`config.mk`:
```
export PLATFORM = sky130hd
export DESIGN_NAME = ksa_pipe
export DESIGN_NICKNAME = d
export VERILOG_FILES = /design/src/rtl/ksa_pipe.sv
export SDC_FILE = /design/constraint.sdc
export NUM_CORES = 1
export LEC_CHECK = 0
export CAP_MARGIN = 20
export CORE_UTILIZATION = 42
export DETAILED_ROUTE_END_ITERATION = 16
export DONT_BUFFER_PORTS = 1
export MAX_ROUTING_LAYER = met4
export PLACE_DENSITY_LB_ADDON = 0.3
export SETUP_SLACK_MARGIN = 0.3
export SYNTH_ARGS = -nofsm -noshare
export SYNTH_HDL_FRONTEND = slang
export SYNTH_SLANG_ARGS = --single-unit
```
`constraint.sdc`:
```
create_clock -name i_clk -period 25.3 [get_ports i_clk]
set_input_delay 5.06 -clock i_clk [delete_from_list [all_inputs] [get_ports i_clk]]
set_output_delay 5.06 -clock i_clk [all_outputs]
set_load 0.05 [all_outputs]
```
`src/rtl/ksa_pipe.sv`:
```
// ksa_pipe: pipelined Kogge-Stone adder/subtractor with valid/ready flow control
module ksa_pipe #(
  parameter int WIDTH = 32
) (
  input  logic             i_clk,
  input  logic             i_rst,
  input  logic             i_valid,
  output logic             o_in_ready,
  input  logic [WIDTH-1:0] i_a,
  input  logic [WIDTH-1:0] i_b,
  input  logic             i_cin,
  input  logic             i_sub,
  output logic             o_valid,
  input  logic             i_out_ready,
  output logic [WIDTH-1:0] o_s,
  output logic             o_carry,
  output logic             o_ovf,
  output logic             o_zero
);
  localparam int LVL = $clog2(WIDTH);
  localparam int LAT = LVL + 2;
  if (WIDTH < 2 || WIDTH > 64 || (WIDTH & (WIDTH - 1)) != 0) begin : g_bad_width
    $error("ksa_pipe: WIDTH must be a power of two between 2 and 64");
  end
  // Prefix vectors are WIDTH+1 wide: bit 0 holds the carry-in as a generate
  // with zero propagate, bit i+1 holds operand bit i.
  logic [WIDTH:0]   g_q [0:LAT-2];
  logic [WIDTH:0]   p_q [0:LAT-2];
  logic [WIDTH:0]   g_d [0:LAT-2];
  logic [WIDTH:0]   p_d [0:LAT-2];
  logic [WIDTH-1:0] h_q [0:LAT-2];
  logic [1:0]       m_q [0:LAT-2];
  logic [LAT-2:0]   v_q;
  logic             vo_q, carry_q, ovf_q, zero_q;
  logic [WIDTH-1:0] s_q, s_d, b_eff;
  logic             c_eff, carry_d, ovf_d, zero_d, adv, acc;
  assign adv        = !vo_q || i_out_ready;
  assign o_in_ready = adv && !i_rst;
  assign acc        = i_valid && o_in_ready;
  assign b_eff      = i_sub ? ~i_b : i_b;
  assign c_eff      = i_sub ? ~i_cin : i_cin;
  assign g_d[0]     = {i_a & b_eff, c_eff};
  assign p_d[0]     = {i_a ^ b_eff, 1'b0};
  for (genvar k = 1; k <= LVL; k++) begin : g_lvl
    localparam int D = 1 << (k - 1);
    for (genvar i = 0; i <= WIDTH; i++) begin : g_bit
      if (i >= D) begin : g_op
        assign g_d[k][i] = g_q[k-1][i] | (p_q[k-1][i] & g_q[k-1][i-D]);
        assign p_d[k][i] = p_q[k-1][i] & p_q[k-1][i-D];
      end else begin : g_pass
        assign g_d[k][i] = g_q[k-1][i];
        assign p_d[k][i] = p_q[k-1][i];
      end
    end
  end
  // After the last level, bit i is the carry into operand bit i; the top
  // group excludes the carry-in, so fold it in with the group propagate.
  assign s_d     = h_q[LVL] ^ g_q[LVL][WIDTH-1:0];
  assign carry_d = g_q[LVL][WIDTH] | (p_q[LVL][WIDTH] & g_q[LVL][0]);
  assign ovf_d   = (m_q[LVL][1] == m_q[LVL][0]) && (s_d[WIDTH-1] != m_q[LVL][1]);
  assign zero_d  = ~|s_d;
  // Whole pipe advances together; data registers only load for valid beats so outputs hold across bubbles.
  always_ff @(posedge i_clk or posedge i_rst)
    if (i_rst) begin
      v_q     <= '0;
      vo_q    <= 1'b0;
      s_q     <= '0;
      carry_q <= 1'b0;
      ovf_q   <= 1'b0;
      zero_q  <= 1'b0;
      for (int k = 0; k <= LVL; k++) begin
        g_q[k] <= '0;
        p_q[k] <= '0;
        h_q[k] <= '0;
        m_q[k] <= '0;
      end
    end else if (adv) begin
      v_q  <= {v_q[LAT-3:0], acc};
      vo_q <= v_q[LAT-2];
      if (acc) begin
        g_q[0] <= g_d[0];
        p_q[0] <= p_d[0];
        h_q[0] <= i_a ^ b_eff;
        m_q[0] <= {i_a[WIDTH-1], b_eff[WIDTH-1]};
      end
      for (int k = 1; k <= LVL; k++)
        if (v_q[k-1]) begin
          g_q[k] <= g_d[k];
          p_q[k] <= p_d[k];
          h_q[k] <= h_q[k-1];
          m_q[k] <= m_q[k-1];
        end
      if (v_q[LAT-2]) begin
        s_q     <= s_d;
        carry_q <= carry_d;
        ovf_q   <= ovf_d;
        zero_q  <= zero_d;
      end
    end
  assign o_valid = vo_q;
  assign o_s     = s_q;
  assign o_carry = carry_q;
  assign o_ovf   = ovf_q;
  assign o_zero  = zero_q;
endmodule

```
==> results of run 1 <==
## per-layer routing
layer / GRT usage / wire (µm)
met2: 0.266 / 20500
met3: 0.0324 / 1880
met4: 0.0397 / 740
met1: 0.268 / 22900
met5: - / 0
## cell type report
type	count	area, µm²	area share
sequential	547	13700	0.564
multi-input combinational	1183	7690	0.317
clock buffer	82	1660	0.0685
tap	680	851	0.0351
clock inverter	20	214	0.00882
timing repair buffer	13	138	0.00568
inverter	1	11.3	0.000464
## power groups by stage
stage / combinational (mW) / clock (mW) / sequential (mW)
final: 0.708 / 0.830 / 1.63
after global routing: 0.801 / 0.885 / 1.68
after CTS: 0.713 / 0.851 / 1.64
after detailed placement: 0.710 / 0 / 1.65
after global placement: 0.685 / 0 / 1.64
after floorplan: 0.604 / 0 / 1.50
## path summary, 6_finish.rpt
| path | slack (ns) | to | start | depth (start not counted) |
|---|---|---|---|---|
| hold / removal | 0.48 | p_q[60]$_DFFE_PP0P_ | p_q[60]$_DFFE_PP0P_ | 2 |
| hold reg to reg | 0.48 | p_q[60]$_DFFE_PP0P_ | p_q[60]$_DFFE_PP0P_ | 2 |
| max in group asynchronous | 17.63 | g_q[10]$_DFFE_PP0P_ | i_rst | 4 |
| min in group asynchronous | 4.47 | v_q[4]$_DFFE_PP0N_ | i_rst | 1 |
| setup / recovery | 14.38 | o_in_ready | i_out_ready | 2 |
| setup reg to reg | 22.33 | h_q[125]$_DFFE_PP0P_ | o_valid$_DFFE_PP0N_ | 4 |
## cells in the final DEF (no fill, tap or decap), types with 14 or more instances in the layout
| cell type | count |
|---|---|
| dfrtp_1 | 547 |
| nand2_1 | 351 |
| mux2_2 | 260 |
| o21ai_0 | 237 |
| a21oi_1 | 168 |
| clkbuf_16 | 57 |
| nor2_1 | 36 |
| xnor2_1 | 33 |
| xor2_1 | 32 |
| ha_1 | 32 |
| clkbuf_8 | 14 |
## cell families (layout without fill, tap and decap cells)
group | after synthesis | after routing | synth area share
multiplexers | 267 | 267 | 0.139
AO/OA/AOI/OAI | 409 | 409 | 0.0944
XOR/XNOR | 65 | 65 | 0.0261
flip-flops | 547 | 547 | 0.628
AND/OR/NAND/NOR | 410 | 410 | 0.0731
buffers and inverters | 94 | 116 | 0.0211
adder cells (fa/ha/maj) | 32 | 32 | 0.0184
## flip-flops by register name (all words and copies together) (netlist names)
name	cells
h_q	192
g_q	167
p_q	103
o_s	32
g_d	31
m_q	12
v_q	6
o_carry	1
o_ovf	1
o_valid	1
o_zero	1
## per-stage QoR
stage	instance area, µm²	hold WS [ns]	power (mW)
2_1_floorplan	21800	0.446	2.11
3_5_place_dp	22300	0.471	2.36
4_1_cts	24200	0.484	3.20
5_1_grt	24200	0.499	3.36
3_3_place_gp	22300	0.461	2.32
6_report	24200	0.479	3.17
## cells in the mapped netlist (all sizes together)
master / count / area [µm²]
nor2b: 1 / 6.26
mux2: 267 / 3030
nor2: 36 / 135
inv: 1 / 3.75
nand4: 7 / 43.8
dfrtp: 547 / 13700
o21ai: 237 / 1190
a21o: 1 / 7.51
a31oi: 1 / 6.26
nand2b: 2 / 20.0
nand2: 356 / 1340
ha: 32 / 400
nor3: 1 / 5.00
a32o: 1 / 10.0
nand3: 3 / 15.0
xor2: 32 / 280
or3: 1 / 6.26
nor4: 1 / 6.26
and3: 1 / 11.3
clkbuf: 31 / 116
xnor2: 33 / 289
and2: 1 / 6.26
a21oi: 168 / 841
o21a: 1 / 7.51
buf: 62 / 340
==> out/metrics.cfg, run 1 <==
[routing]
routed_wl_um = 46000
dr.pass1.iters = 5
routedWlPerCell_um = 18.2
viasPerCell = 5.09
drt_iter0_drc = 712
route.vias.total = 12900
detail-route-antenna-nets = 0
drc = 0

[synth]
synth_cell_types = 31
synth-seq-cells = 547
syn_area_um2 = 21800
syn_nets = 1926
syn_area_per_cell_um2 = 12.0
ys_warn_count = 0
postSynthCellCount = 1824
ys_seq_area_frac = 0.628

[power_and_ir_drop]
p_int_mw = 2.07
leakage_nw = 10.6
p_sw_frac = 0.347
power.density_nw_per_um2 = 131
switching_power_mw = 1.10
clkPwrFrac = 0.262
peakVddDrop_mv = 0.0555
p_comb_frac = 0.223
seq_power_share = 0.515

[grt]
grtUsageTotal = 0.183
grt_max_degree = 127
grt_remaining_overflow = 0
grt_pass1_wl_um = 74500
grt_pass1_vias = 13000
antenna_found_initial = 2

[sta]
period_share = 0.432
hold_violations = 0
setup_violations = 0
slew_viol_final = 0
fin_ws_ns = 14.38
fmax_mhz = 91.6
worst_pin_slew_ns = 1.04
fin_crit_ns = 10.92
slew_headroom = 0.308
rsz0062_at_grt = no
skew_ns = 0.0177
fin_tns_setup_ns = 0

[die]
die_area_um2 = 52800
row_count = 83
die_y_um = 230
start_util = 0.425
core-area_um2 = 51300
ios = 107
fp.dieW_um = 230

[layout]
final_nets = 1903
n_fill_cell = 4670
utilization = 0.473
layout-drive-gt1-share = 0.206
stdcell_count = 2526
area_delta_synth_final_pct = 11.2
diodes = 0

[cts]
cts.repair.resized = 0
postCtsSetupBuffers = 0
path_clk_slew_ns = 0.06
clock_sinks = 547
numCtsBuffers = 55
clockBufferDepth = 3
clk_latency_ns = 0.61
cts_tree = built
hold_buffers = 0
htreeDepth = 2
root_buffer = clkbuf_16

[critical_path]
worst_setup_path_end_kind = primary output
critPathKind = input pin to primary output
path_delay_family = simple AND/OR/NAND/NOR gates
crit_chain = nor2b_1 > nor2_1
path_buf_inv = 0
crit_arrival_ns = 5.86
cp_slowest_cell = nor2_1
cp.required_ns = 20.24
slowest_delay_ns = 0.70
crit_fanout = 7
worst_setup_path_start_kind = input pin

[placement]
dpl_worst_slack_ns = 14.38
hpwl_um = 31800
gp_congestion = 0.796
place_inst = 2422
port_buffers = 0

[status]
status = finished, final reports clean

[job]
maxCapViolations = 0

[hold_path]
hp-class = register to register

Note: power is estimated with default switching activity, not from simulation.
==> run 2, diff against run 1 <==
clock period = 11.45 ns   (was 25.3 ns; I/O delays follow)
==> out/metrics.cfg, run 2 (synthesis results as in run 1) <==
[placement]
port_buffers = 0  ; unchanged
gp_congestion = 0.801  ; +0.57%
dpl_worst_slack_ns = 5.98  ; -8.40 ns
hpwl_um = 32200  ; +1.2%
placed_area_um2 = 22300  ; about the same

[hold_path]
hp-class = register to register

[die]
fp.dieW_um = 230  ; unchanged
ios = 107  ; unchanged
start_util = 0.425  ; unchanged
row_count = 83  ; unchanged
core-area_um2 = 51300  ; unchanged
die_area_um2 = 52800  ; unchanged
die_y_um = 230  ; unchanged

[power_and_ir_drop]
clkPwrFrac = 0.250  ; -0.012
peakVddDrop_mv = 0.150  ; +170%
p_total_mw = 6.88  ; +120%
power.density_nw_per_um2 = 286  ; +120%
p_sw_frac = 0.348  ; +0.000993
p_comb_frac = 0.228  ; +0.005
leakage_nw = 10.5  ; -0.89%
switching_power_mw = 2.40  ; +120%
p_int_mw = 4.49  ; +120%
seq_power_share = 0.523  ; +0.008

[layout]
area_delta_synth_final_pct = 10.4
n_fill_cell = 4748  ; +1.7%
final_common_cell = dfrtp_1
final_nets = 1901  ; -0.11%
layout-drive-gt1-share = 0.198  ; -0.00803
regMostFlops = h_q
reg_top3 = h_q x192, g_q x167, p_q x103
largest_reg_flops = 192  ; unchanged
utilization = 0.469  ; -0.00344
finalInstanceArea_um2 = 24100  ; -0.73%
final_cell_mix = dfrtp_1, nand2_1, mux2_2

[cts]
clock_sinks = 547  ; unchanged
hold_buffers = 0  ; unchanged
postCtsSetupBuffers = 0  ; unchanged
cts.repair.resized = 0  ; unchanged
htreeDepth = 2  ; unchanged
path_clk_slew_ns = 0.06  ; about the same
clk_latency_ns = 0.60  ; about the same
numCtsBuffers = 54  ; -1.8%
clockBufferDepth = 3  ; unchanged
cts_tree = built
root_buffer = clkbuf_16

[grt]
antenna_found_initial = 2  ; unchanged
grt_max_degree = 190  ; +50%
grt_pass1_wl_um = 74800  ; +0.46%
grtUsageMet1 = 0.263  ; -0.00459
grt_remaining_overflow = 0  ; unchanged
met2_usage = 0.274  ; +0.00715
grt_use_met3 = 0.0351  ; +0.00273
grtUsageTotal = 0.185  ; +0.00159
grt_pass1_vias = 13000  ; -0.054%
top_usage_layer = met2

[status]
status = finished, final reports clean

[critical_path]
crit_arrival_ns = 3.11  ; -2.75 ns
worst_setup_path_start_kind = input pin
worst-path-stages = 2  ; unchanged
worstSetupStartpoint = i_out_ready
path_delay_family = simple AND/OR/NAND/NOR gates
cp-endpoint = o_in_ready
cp_slowest_cell = nor2_1
r2r_slack_ns = 8.49  ; -13.84 ns
r2r_start = o_valid$_DFFE_PP0N_
slowest_delay_ns = 0.72  ; +0.02 ns
critPathKind = input pin to primary output
worst_setup_path_end_kind = primary output
path_buf_inv = 0  ; unchanged
crit_fanout = 7  ; unchanged
reg2regPathDepth = 4  ; unchanged
reg2reg_to = h_q[150]$_DFFE_PP0P_
cp.required_ns = 9.16  ; -11.08 ns
crit_chain = nor2b_1 > nor2_1

[sta]
rsz0062_at_grt = no
setup_violations = 0  ; unchanged
slew_headroom = 0.304  ; -0.00446
period_share = 0.472
fin_ws_ns = 6.05  ; -8.33 ns
worst_pin_slew_ns = 1.04  ; +0.00669 ns
fin_tns_setup_ns = 0  ; unchanged
skew_ns = 0.0147  ; -0.00301 ns
hold_violations = 0  ; unchanged
fin_crit_ns = 5.40
fmax_mhz = 185
slew_viol_final = 0  ; unchanged

[job]
maxCapViolations = 0  ; unchanged

[routing]
viasPerCell = 5.09  ; about the same
route.vias.total = 12800  ; -0.35%
drt_iter0_drc = 761  ; +6.9%
dr.pass1.iters = 5  ; unchanged
drc = 0  ; unchanged
routed_wl_um = 46200  ; +0.41%
routedWlPerCell_um = 18.4  ; +0.77%
detail-route-antenna-nets = 0  ; unchanged

==> run 2: cell count changes in the layout (fill, tap and decap cells not counted), moves of 2 or more <==
cell        delta
bufinv_16      -2
diode_2        +2
clkbuf_1       +6
clkbuf_16      -2
clkinvlp_4     -3
clkinv_2       -8
==> run 2: power groups by stage <==
stage          Combinational [mW]  Sequential, mW  Clock, mW
5_1_grt                      1.78            3.71       1.83
4_1_cts                      1.59            3.62       1.76
3_3_place_gp                 1.52            3.62          0
2_1_floorplan                1.34            3.32          0
6_report                     1.57            3.60       1.72
3_5_place_dp                 1.58            3.65          0
==> run 2: routing by layer <==
layer / share of wire / up-vias
li1: - / 6206
met2: 0.45 / 182
met1: 0.49 / 6363
met5: 0 / -
met4: 0.018 / 0
met3: 0.038 / 68
==> run 2: layout make-up <==
class,count,area (µm²),share of cell area
Clock inverter,7,92.6,0.00385
Inverter,1,7.51,0.000312
Sequential cell,547,13700,0.569
Multi-Input combinational cell,1183,7690,0.319
Timing Repair Buffer,12,123,0.00509
Tap cell,680,851,0.0353
Clock buffer,85,1620,0.0673
Antenna cell,2,5.00,0.000208
==> run 2: worst min path at each step <==
stage               depth (start not counted)            startpoint                   end  slack (ns)
floorplan                                   2    v_q[2]$_DFFE_PP0N_    v_q[2]$_DFFE_PP0N_        0.45
detailed placement                          2   p_q[60]$_DFFE_PP0P_   p_q[60]$_DFFE_PP0P_        0.47
global placement                            2   p_q[60]$_DFFE_PP0P_   p_q[60]$_DFFE_PP0P_        0.46
CTS                                         2   p_q[60]$_DFFE_PP0P_   p_q[60]$_DFFE_PP0P_        0.48
global route                                2  g_q[164]$_DFFE_PP0P_  g_q[164]$_DFFE_PP0P_        0.50
finish                                      2   g_q[55]$_DFFE_PP0P_   g_q[55]$_DFFE_PP0P_        0.48
==> run 2: per-stage QoR <==
| stage | cells | hold WS, ns |
|---|---|---|
| after CTS | 2514 | 0.485 |
| after floorplan | 1824 | 0.446 |
| final | 2517 | 0.481 |
| after detailed placement | 2422 | 0.471 |
| after global routing | 2516 | 0.504 |
| after global placement | 2422 | 0.461 |
==> run 3, diff against run 2 <==
clock period = 5.3 ns   (was 11.45 ns; I/O delays follow)
==> out/metrics.cfg, run 3 (synthesis results as in run 1) <==
[critical_path]
reg2reg_to = h_q[1]$_DFFE_PP0P_
reg2regPathDepth = 4  ; unchanged
cp-endpoint = o_in_ready
crit_arrival_ns = 2.24  ; -0.87 ns
worst_setup_path_start_kind = register
worstSetupStartpoint = o_valid$_DFFE_PP0N_
slowest_delay_ns = 0.72  ; about the same
worst_setup_path_end_kind = primary output
r2r_start = o_valid$_DFFE_PP0N_
cp.required_ns = 4.24  ; -4.92 ns
crit_chain = nor2b_1 > nor2_1
crit_fanout = 7  ; unchanged
r2r_slack_ns = 2.59  ; -5.90 ns
critPathKind = register to primary output
cp_slowest_cell = nor2_1

[grt]
grt_pass1_wl_um = 74800  ; unchanged
grt_max_degree = 191  ; +0.53%
grtUsageTotal = 0.184  ; -0.000615
grt_pass1_vias = 13300  ; +2.1%
grt_remaining_overflow = 0  ; unchanged
antenna_found_initial = 4  ; +2

[die]
start_util = 0.425  ; unchanged
die_area_um2 = 52800  ; unchanged
die_y_um = 230  ; unchanged
ios = 107  ; unchanged
fp.dieW_um = 230  ; unchanged
core-area_um2 = 51300  ; unchanged
row_count = 83  ; unchanged

[cts]
clk_latency_ns = 0.60  ; about the same
cts_tree = built
root_buffer = clkbuf_16
htreeDepth = 2  ; unchanged
cts.repair.resized = 0  ; unchanged
clockBufferDepth = 3  ; unchanged
numCtsBuffers = 56  ; +3.7%
postCtsSetupBuffers = 0  ; unchanged
clock_sinks = 547  ; unchanged
path_clk_slew_ns = 0.06  ; about the same
hold_buffers = 0  ; unchanged

[routing]
routedWlPerCell_um = 18.2  ; -0.82%
detail-route-antenna-nets = 0  ; unchanged
viasPerCell = 5.08  ; -0.30%
wl_met2_um = 20800  ; -1.1%
routed_wl_um = 46100  ; -0.31%
wl_met1_um = 22700  ; +0.55%
route.vias.total = 12800  ; +0.21%
routed.top_layer = met4
met3_length_um = 1880  ; +6.0%
drc = 0  ; unchanged
dr.pass1.iters = 5  ; unchanged
drt_iter0_drc = 945  ; +24%

[layout]
seqCellArea_um2 = 13700  ; unchanged
multi_input_area_um2 = 7690  ; unchanged
final_nets = 1907  ; +0.32%
final_cell_mix = dfrtp_1, nand2_1, mux2_2
largest_reg_flops = 192  ; unchanged
n_fill_cell = 4692  ; -1.2%
regMostFlops = h_q
final_common_cell = dfrtp_1
layout-drive-gt1-share = 0.199  ; +0.00142
reg_top3 = h_q x192, g_q x167, p_q x103
area_delta_synth_final_pct = 11.0

[placement]
hpwl_um = 32000  ; -0.60%
port_buffers = 0  ; unchanged
gp_congestion = 0.807  ; +0.80%

[sta]
slew_headroom = 0.317  ; +0.0129
worst_pin_slew_ns = 1.02  ; -0.0193 ns
rsz0062_at_grt = no
slew_viol_final = 0  ; unchanged
setup_violations = 0  ; unchanged
fin_tns_setup_ns = 0  ; unchanged
period_share = 0.623
fin_crit_ns = 3.30
fmax_mhz = 303
hold_violations = 0  ; unchanged
fin_hold_ws_ns = 0.396  ; -0.0849 ns
skew_ns = 0.0263  ; +0.0116 ns

[power_and_ir_drop]
peakVddDrop_mv = 0.303  ; +100%
p_total_mw = 15.0  ; +120%
power.density_nw_per_um2 = 618  ; +120%
leakage_nw = 10.6  ; +0.56%

[hold_path]
hp-class = input pin to async pin

[status]
status = finished, final reports clean

[job]
maxCapViolations = 0  ; unchanged

==> run 3: cell count changes in the layout (fill, tap and decap cells not counted), sizes merged <==
cell    before  now
diode        2    3
buf         12   16
inv          1    0
clkinv       4    6
bufinv       2    1
clkbuf      85   93
==> run 3: worst min-delay path by stage <==
stage / startpoint / to / cells past startpoint
6_report: i_rst / o_valid$_DFFE_PP0N_ / 1
5_1_grt: i_rst / o_valid$_DFFE_PP0N_ / 1
4_1_cts: i_rst / o_valid$_DFFE_PP0N_ / 1
3_5_place_dp: p_q[61]$_DFFE_PP0P_ / p_q[61]$_DFFE_PP0P_ / 2
3_3_place_gp: p_q[56]$_DFFE_PP0P_ / p_q[56]$_DFFE_PP0P_ / 2
2_1_floorplan: v_q[2]$_DFFE_PP0N_ / v_q[2]$_DFFE_PP0N_ / 2
==> run 3: layout make-up <==
| class | instances | area share |
|---|---|---|
| sequential | 547 | 0.566 |
| multi-input combinational | 1183 | 0.318 |
| clock buffer | 93 | 0.0699 |
| tap | 680 | 0.0352 |
| timing repair buffer | 16 | 0.00817 |
| clock inverter | 7 | 0.00295 |
| inverter | 1 | 0.000310 |
| antenna | 3 | 0.000310 |
==> run 3: critical path: cells and delay by family (launching register included) <==
| family | cells | cell delay, ns |
|---|---|---|
| AND/OR/NAND/NOR | 2 | 1.06 |
| flip-flops | 1 | 0.59 |
==> run 3: where the power goes <==
| part | switching, mW | internal (mW) | total (mW) |
|---|---|---|---|
| registers | 1.96 | 5.83 | 7.79 |
| clock network | 1.56 | 2.21 | 3.77 |
| logic | 1.67 | 1.73 | 3.40 |
==> run 3: layer usage <==
metal,global-route usage,vias to the layer above
li1,-,6232
met1,0.261,6379
met2,0.275,181
met3,0.0334,54
met4,0.0433,0
met5,-,-
==> run 3: metrics by stage <==
| stage | setup slack [ns] | instance area, µm² | utilization | cells |
|---|---|---|---|---|
| after floorplan | -5.56 | 21800 | - | 1824 |
| after global placement | 2.28 | 22400 | 0.436 | 2425 |
| after detailed placement | 2.22 | 22400 | 0.436 | 2425 |
| after CTS | 1.95 | 24100 | 0.471 | 2525 |
| after global routing | 1.89 | 24200 | 0.472 | 2529 |
| final | 2.00 | 24200 | 0.472 | 2530 |
